File: src/rtl/max_score_tracker.sv
// max_score_tracker: running maximum of PE scores across a streamed alignment.
//
// Scores arrive one beat per valid_in cycle as a flat [pu][row][col] vector.
// Stage 1 picks the best PE inside each PU, and stage 2 reduces across PUs
// into the running maximum. A beat's effect is therefore visible two cycles
// after it is presented.
//
// Build option:
//   MAX_TRACK_COORD_EN - when defined, also track the row/column of the
//                        maximum. When undefined, max_row/max_col read 0 and
//                        no coordinate state is built.
module max_score_tracker #(
  parameter int unsigned NUM_PU      = 4,
  parameter int unsigned NUM_ROWS_PE = 2,
  parameter int unsigned NUM_COLS_PE = 2,
  parameter int unsigned SCORE_WIDTH = 8,
  parameter int unsigned COORD_W     = 6
) (
  input  logic                                                 clk,
  input  logic                                                 rst,
  input  logic                                                 start,
  input  logic                                                 valid_in,
  input  logic                                                 last_in,
  input  logic [NUM_PU*NUM_ROWS_PE*NUM_COLS_PE*SCORE_WIDTH-1:0] scores_in,
  input  logic [NUM_PU*COORD_W-1:0]                            row_base,
  input  logic [NUM_PU*COORD_W-1:0]                            col_base,
  input  logic [NUM_PU-1:0]                                    en_pu,
  output logic [SCORE_WIDTH-1:0]                               max_score,
  output logic [COORD_W-1:0]                                   max_row,
  output logic [COORD_W-1:0]                                   max_col,
  output logic                                                 busy,
  output logic                                                 done
);

  localparam logic [1:0] StIdle  = 2'd0;
  localparam logic [1:0] StTrack = 2'd1;
  localparam logic [1:0] StDrain = 2'd2;
  localparam logic [1:0] StDone  = 2'd3;

  logic [1:0] state_q, state_d;
  logic       drain_cnt_q, drain_cnt_d;
  logic       beat_accept;

  // Beats are only taken while tracking; a start in the same cycle wins.
  assign beat_accept = (state_q == StTrack) && valid_in && !start;

  // ---------------------------------------------------------------------------
  // Control FSM
  // ---------------------------------------------------------------------------

  // Next-state: start restarts from any state; DRAIN lasts exactly two cycles.
  always_comb begin
    state_d     = state_q;
    drain_cnt_d = drain_cnt_q;
    if (start) begin
      state_d     = StTrack;
      drain_cnt_d = 1'b0;
    end else begin
      case (state_q)
        StIdle: begin
          state_d = StIdle;
        end
        StTrack: begin
          if (valid_in && last_in) begin
            state_d     = StDrain;
            drain_cnt_d = 1'b0;
          end
        end
        StDrain: begin
          if (drain_cnt_q) begin
            state_d = StDone;
          end else begin
            drain_cnt_d = 1'b1;
          end
        end
        StDone: begin
          state_d = StDone;
        end
        default: begin
          state_d = StIdle;
        end
      endcase
    end
  end

  // State register with synchronous reset.
  always_ff @(posedge clk) begin
    if (rst) begin
      state_q     <= StIdle;
      drain_cnt_q <= 1'b0;
    end else begin
      state_q     <= state_d;
      drain_cnt_q <= drain_cnt_d;
    end
  end

  assign busy = (state_q == StTrack) || (state_q == StDrain);
  assign done = (state_q == StDone);

  // ---------------------------------------------------------------------------
  // Stage 1: best PE per PU
  // ---------------------------------------------------------------------------
  logic [SCORE_WIDTH-1:0] pu_score   [NUM_PU];
  logic [SCORE_WIDTH-1:0] s1_score_q [NUM_PU];
  logic                   s1_valid_q;

`ifdef MAX_TRACK_COORD_EN
  logic [COORD_W-1:0] pu_row   [NUM_PU];
  logic [COORD_W-1:0] pu_col   [NUM_PU];
  logic [COORD_W-1:0] s1_row_q [NUM_PU];
  logic [COORD_W-1:0] s1_col_q [NUM_PU];

  // Row-major scan with strict '>' keeps the lowest row, then lowest col, on ties.
  // Coordinates wrap modulo 2^COORD_W.
  always_comb begin
    for (int p = 0; p < NUM_PU; p++) begin
      pu_score[p] = '0;
      pu_row[p]   = row_base[p*COORD_W +: COORD_W];
      pu_col[p]   = col_base[p*COORD_W +: COORD_W];
      if (en_pu[p]) begin
        for (int r = 0; r < NUM_ROWS_PE; r++) begin
          for (int c = 0; c < NUM_COLS_PE; c++) begin
            if (scores_in[((p*NUM_ROWS_PE + r)*NUM_COLS_PE + c)*SCORE_WIDTH +: SCORE_WIDTH]
                > pu_score[p]) begin
              pu_score[p] =
                  scores_in[((p*NUM_ROWS_PE + r)*NUM_COLS_PE + c)*SCORE_WIDTH +: SCORE_WIDTH];
              pu_row[p] = row_base[p*COORD_W +: COORD_W] + COORD_W'(r);
              pu_col[p] = col_base[p*COORD_W +: COORD_W] + COORD_W'(c);
            end
          end
        end
      end
    end
  end

  // Stage-1 coordinate registers; qualified by s1_valid_q, so no reset needed.
  always_ff @(posedge clk) begin
    if (!rst && beat_accept) begin
      s1_row_q <= pu_row;
      s1_col_q <= pu_col;
    end
  end
`else
  logic unused_coords;
  assign unused_coords = ^{row_base, col_base};

  // Per-PU maximum score; masked PUs stay at 0.
  always_comb begin
    for (int p = 0; p < NUM_PU; p++) begin
      pu_score[p] = '0;
      if (en_pu[p]) begin
        for (int i = 0; i < NUM_ROWS_PE*NUM_COLS_PE; i++) begin
          if (scores_in[(p*NUM_ROWS_PE*NUM_COLS_PE + i)*SCORE_WIDTH +: SCORE_WIDTH]
              > pu_score[p]) begin
            pu_score[p] =
                scores_in[(p*NUM_ROWS_PE*NUM_COLS_PE + i)*SCORE_WIDTH +: SCORE_WIDTH];
          end
        end
      end
    end
  end
`endif

  // Stage-1 valid: rst and start both flush whatever is in flight.
  always_ff @(posedge clk) begin
    if (rst) begin
      s1_valid_q <= 1'b0;
    end else begin
      s1_valid_q <= beat_accept;
    end
  end

  // Stage-1 score registers; qualified by s1_valid_q.
  always_ff @(posedge clk) begin
    if (!rst && beat_accept) begin
      s1_score_q <= pu_score;
    end
  end

  // ---------------------------------------------------------------------------
  // Stage 2: reduce across PUs into the running maximum
  // ---------------------------------------------------------------------------
  logic [SCORE_WIDTH-1:0] cand_score;
  logic [SCORE_WIDTH-1:0] max_score_q;
  logic                   max_upd;
  logic                   max_clr;

`ifdef MAX_TRACK_COORD_EN
  logic [COORD_W-1:0] cand_row, cand_col;
  logic [COORD_W-1:0] max_row_q, max_col_q;

  // Ascending PU scan with strict '>' keeps the lowest PU index on ties.
  always_comb begin
    cand_score = s1_score_q[0];
    cand_row   = s1_row_q[0];
    cand_col   = s1_col_q[0];
    for (int p = 1; p < NUM_PU; p++) begin
      if (s1_score_q[p] > cand_score) begin
        cand_score = s1_score_q[p];
        cand_row   = s1_row_q[p];
        cand_col   = s1_col_q[p];
      end
    end
  end
`else
  // Ascending PU scan; only the score matters here.
  always_comb begin
    cand_score = s1_score_q[0];
    for (int p = 1; p < NUM_PU; p++) begin
      if (s1_score_q[p] > cand_score) begin
        cand_score = s1_score_q[p];
      end
    end
  end
`endif

  // Strict '>' so the earliest beat holding the maximum is retained.
  assign max_upd = s1_valid_q && (cand_score > max_score_q);
  assign max_clr = rst || start;

  // Running maximum score.
  always_ff @(posedge clk) begin
    if (max_clr) begin
      max_score_q <= '0;
    end else if (max_upd) begin
      max_score_q <= cand_score;
    end
  end

  assign max_score = max_score_q;

`ifdef MAX_TRACK_COORD_EN
  // Coordinates of the running maximum, updated together with the score.
  always_ff @(posedge clk) begin
    if (max_clr) begin
      max_row_q <= '0;
      max_col_q <= '0;
    end else if (max_upd) begin
      max_row_q <= cand_row;
      max_col_q <= cand_col;
    end
  end

  assign max_row = max_row_q;
  assign max_col = max_col_q;
`else
  assign max_row = '0;
  assign max_col = '0;
`endif

endmodule

File: config.mk
export PLATFORM = sky130hd
export DESIGN_NAME = max_score_tracker
export DESIGN_NICKNAME = d
export VERILOG_FILES = /design/src/rtl/max_score_tracker.sv
export SDC_FILE = /design/constraint.sdc
export NUM_CORES = 1
export LEC_CHECK = 0
export ABC_AREA = 1
export CAP_MARGIN = 20
export CORE_ASPECT_RATIO = 1.5
export CORE_MARGIN = 4
export CORE_UTILIZATION = 25
export DETAILED_ROUTE_END_ITERATION = 8
export GPL_TIMING_DRIVEN = 0
export SKIP_LAST_GASP = 1
export SYNTH_ARGS = -nofsm -noshare
export SYNTH_HDL_FRONTEND = slang
export SYNTH_SLANG_ARGS = --single-unit
File: constraint.sdc
create_clock -name clk -period 8 [get_ports clk]
set_input_delay 0.8 -clock clk [delete_from_list [all_inputs] [get_ports clk]]
set_output_delay 0.8 -clock clk [all_outputs]
set_load 0.01 [all_outputs]
# Word level (Yosys, flattened, before mapping)

Cells that the tools add are included.

Register bits after elaboration: 44
Memories: 0
ROM bits: 0
Input port bits: 185
Word-level logic and storage cells: 88
Output and inout port bits: 22
Memory bits (writable): 0
Latch bits: 0

Magnitude comparators: 20
Div/mod/pow operators: 0
Mux-type cells: 37
Multiply operators: 0
Reduce and logical (&&, ||, !) cells: 15
Equal/unequal tests: 7
$add $sub $neg: 0
Shifts and indexed selects: 0
Bitwise gates (word level): 0

Operators with widths:

| kind                                                                  | count |
|---|---|
| 8-bit 2-to-1 mux                                                      | 31 |
| 8-bit > comparator                                                    | 16 |
| 8-bit by 1-bit > comparator with 1-bit output, second input constant  | 4 |
| 2-bit one-hot mux with 4 select lines                                 | 1 |
| 2-bit AND reduction                                                   | 3 |
| 1-bit logical AND                                                     | 5 |
| 2-bit equality test, second input constant                            | 2 |
| 2-bit 2-to-1 mux                                                      | 2 |
| 3-bit by 2-bit != test with 1-bit output, second input constant       | 1 |
| 3-bit != test, second input constant                                  | 1 |
| 2-bit by 1-bit equality test with 1-bit output, second input constant | 1 |
| 1-bit zero test                                                       | 2 |
| 2-bit zero test                                                       | 1 |
| 1-bit logical OR                                                      | 2 |
| 1-bit 2-to-1 mux                                                      | 2 |
| 2-bit by 1-bit != test with 1-bit output, second input constant       | 1 |
| 2-bit != test, second input constant                                  | 1 |
| 1-bit one-hot mux with 2 select lines                                 | 1 |
| 2-bit nonzero test                                                    | 1 |
| 2-bit OR reduction                                                    | 1 |

# Longest topological paths before layout

Depth in word-level cells: 11
Gate-level depth with buffers: 45
Gate-level depth less buffers: 44

# Worst setup path before layout

OpenSTA, ideal clock, no wires.

Kind: register to register
From: reg s1_score_q[23] (netlist bit)
To: reg max_score_q[0] (netlist: max_score[0])
Period minus slack after synthesis: 5.173 ns
Buffers on the path: 1
Data required time: 7.891 ns
Setup time: 0.109 ns
Arrival: 5.064 ns
Stages on the path, launching flop included: 38
Path slack: 2.827 ns
Cell sequence: edfxtp_1 > ha_1 > a21o_1 > nor2_4 > nand2_4 > nand2_4 > clkbuf_1 > nand2_1 > o21ai_0 > ha_1 > a21oi_1 > nor2_1 > a211oi_1 > nand2_4 > nand2_8 > nand2_2 > and2_1 > ha_1 > [2 not listed] > o21ai_0 > nand2_1 > o211ai_1 > nand2_2 > inv_1 > nand2_1 > nand2_1 > ha_1 > a21oi_1 > o21ai_0 > nand2_1 > o211ai_1 > nand3_1 > clkinv_1 > nor2_1 > nor2_1 > nand2_1 > inv_1

Word-level cells in the longest chain between the ends: 8

Ends and longest elaborated chain:

| what                    | RTL line | RTL |
|---|---|---|
| from (decl)             | 104      | `logic [SCORE_WIDTH-1:0] s1_score_q [NUM_PU];` |
| from (signal assigned)  | 176      | `s1_score_q <= pu_score;` |
| 8-bit > comparator      | 210      | `if (s1_score_q[p] > cand_score) begin` |
| 8-bit 2-to-1 mux (*)    | 210      |  |
| 8-bit > comparator      | 210      |  |
| 8-bit 2-to-1 mux (*)    | 210      |  |
| 8-bit > comparator      | 210      |  |
| 8-bit 2-to-1 mux (*)    | 210      |  |
| named net cand_score[3] | 183      | `logic [SCORE_WIDTH-1:0] cand_score;` |
| 8-bit > comparator (*)  | 218      | `assign max_upd = s1_valid_q && (cand_score > max_score_q);` |
| 1-bit logical AND (*)   | 218      |  |
| to (signal assigned)    | 226      | `max_score_q <= cand_score;` |
| to (decl)               | 184      | `logic [SCORE_WIDTH-1:0] max_score_q;` |

The timed path passes the listed nets; every way through them passes the cells marked *.
A chain may end at the register's enable or synchronous reset.

# Worst setup path in the final report

From: reg s1_score_q[25] (netlist bit)
To: reg max_score_q[0] (netlist: max_score[0])

The elaborated chain is that of the path after synthesis.

==> reports/metrics.cfg <==
[timing]
finalHoldViolCount=0
finClkSkew_ps=3.30
setup_ws_ps=1960
rsz0062_at_grt=false
fin_crit_sh=0.755
max_freq_mhz=166
worstMarginPinSlew_ps=908
drv_slew=0
setup_viol=0
tns_ps=0
min_period_ps=6040
relSlewSlack=0.393

[pwr]
irDropWorstVdd_v=0.0000679
leakage_uw=0.00389
powerDensity_nw_per_um2=124
power_uw=1010

[clock_tree]
post_cts_buffers=0
cts_tree=done
cts_root_buf=clkbuf_16
clk_latency_ps=280
numCtsBuffers=5
clock-sinks=44
htree_levels=2
cts.path.max_buffers=2
ctsHoldBuffers=0
cts_resized=0
clkTransAtPathRegs_ps=60

[critical_path]
crit_type=register to register
required_ps=8180
crit_path_frequent_cell=nand2_1
cp_max_fo=10
cp_slowest_cell=edfxtp_1
worst_path_largest_cell_delay_ps=360
start_kind=register
worstPathArrival_ps=6230
endpoint_kind=register

[global_route]
antenna_found_initial=1
grt_max_degree=33
first_global_vias=6027
grt_usage=0.117
grt_pass1_wl_mm=26.2
grt_overflow_total=0

[routing]
viasPerCell=4.44
dr.pass1.iters=4
initialDrtViolationCount=161
routed_wire_length_per_instance_um=11.7
vias=5991
drc=0
ant_nets=0
wirelength_mm=15.8

[synth]
synth_area_leader_cell=ha_1
ys_ff_latch=44
synth-edff-count=32
ys.flop_type=edfxtp_1
avgSynthCellArea_um2=7.07
synth_top_area_frac=0.267
synth.distinct_cells=33
synthCells=867
synthTopCellsByArea=ha_1 27%, edfxtp_1 16%, nand2_1 13%
synthArstFlopShare=0
ys_warn_count=0
syn-cell-area_um2=6130
seq_area_frac_synth=0.196

[cells_and_area]
register_area_um2=1200
n_fill_cell=2576
layout.nets=1343
syn_to_final_growth_pct=32.8
post-route-util=0.341
multi_input_comb_area_um2=4290
drive_gt1_frac=0.0613

[place]
place_worst_setup_slack_ps=1890
io_buffers=142
gp_congestion=0.860
dp_hpwl_mm=14.6

[outcome]
outcome=finished, final reports clean

[job]
maxCapViolations=0

[die]
start_util=0.256
die_x_um=136
die_h_um=200
rows=69
die-area_um2=27100
core_area_um2=23900
io_pins=207

[hold_path]
hold_class=register to register

layer usage:
metal | track usage | part of all wire
met1 | 0.108 | 0.36
met2 | 0.248 | 0.57
met3 | 0.0221 | 0.049
met4 | 0.0377 | 0.025
met5 | 0 | 0
cell usage after synthesis (2+ instances only):
library cell    n
clkbuf_1       14
buf_4          12
nand2_2        13
a21oi_1        68
nor2_4          2
a211oi_1        2
inv_1         132
buf_2           8
nand3_1        34
nand4_1         3
ha_1          131
o211ai_1       42
edfxtp_1       32
nand2_1       212
o21ai_1        30
dfxtp_1        12
nand2_4         3
and2_1          2
nand3_2         8
o21ai_2         4
nor2_1         23
o21ai_0        69
per-stage QoR:
step           hold WS [ps]  cell area (µm²)  instances
5_1_grt                 488             8140       1348
3_5_place_dp            455             8000       1339
3_3_place_gp            455             7990       1339
4_1_cts                 464             8140       1347
2_1_floorplan           440             6170        878
6_report                459             8140       1348
sequential cells by signal, indices dropped and copies added (netlist names):
register	flops
s1_valid_q	1
s1_score_q	32
max_score	8
drain_cnt_q	1
state_q	2
cells by family after synthesis:
logic type,synth area share
other,0.000612
flip-flops,0.196
AO/OA/AOI/OAI,0.198
adder cells (fa/ha/maj),0.267
buffers and inverters,0.112
AND/OR/NAND/NOR,0.226
worst max-delay path, delay by kind of cell (launching register included):
kind | cells | cell delay, ps
AOI/OAI and AO/OA | 9 | 1300
and+or+nand+nor | 22 | 2140
buffers and inverters | 5 | 970
DFF | 1 | 360
adders and majority gates | 4 | 1110
path summary, 6_finish.rpt:
kind                   from           end  slack (ps)  cells past startpoint
max          s1_score_q[25]  max_score[0]        1960                     40
min             drain_cnt_q   drain_cnt_q         460                      2
min reg2reg     drain_cnt_q   drain_cnt_q         460                      2
max reg2reg  s1_score_q[25]  max_score[0]        1960                     40
placed cells by master, fill, tap and decap left out, drive strengths merged:
| master | count |
|---|---|
| nand2 | 229 |
| clkdlybuf4s50 | 142 |
| inv | 133 |
| ha | 131 |
| o21ai | 103 |
| a21oi | 68 |
| o211ai | 42 |
| nand3 | 42 |
| edfxtp | 32 |
| nor2 | 25 |
| clkbuf | 20 |
| buf | 20 |
| conb | 12 |
| dfxtp | 12 |
| nand4 | 4 |
| a211oi | 2 |
| and2 | 2 |
| clkinv | 2 |
| nand3b | 2 |
| diode | 1 |
| a21o | 1 |
| o21bai | 1 |
| and3 | 1 |
| or2 | 1 |
| clkinvlp | 1 |
area by class of cell:
cell class,count,share of cell area
diodes,1,0.000307
clock inverters,2,0.00138
clock buffers,6,0.0158
well taps,319,0.0490
flip-flops and latches,44,0.147
plain buffers,34,0.0224
multi-input cells,666,0.527
repair buffers,142,0.175
inverters,134,0.0618
report_power, final:
group	total [µW]	leakage, µW	internal, µW	switching, µW
clock network	195	0.0000645	115	79.9
logic	549	0.00343	235	314
registers	264	0.000390	260	3.38
total	1010	0.00389	610	397
Power figures use the tool's default switching activity.
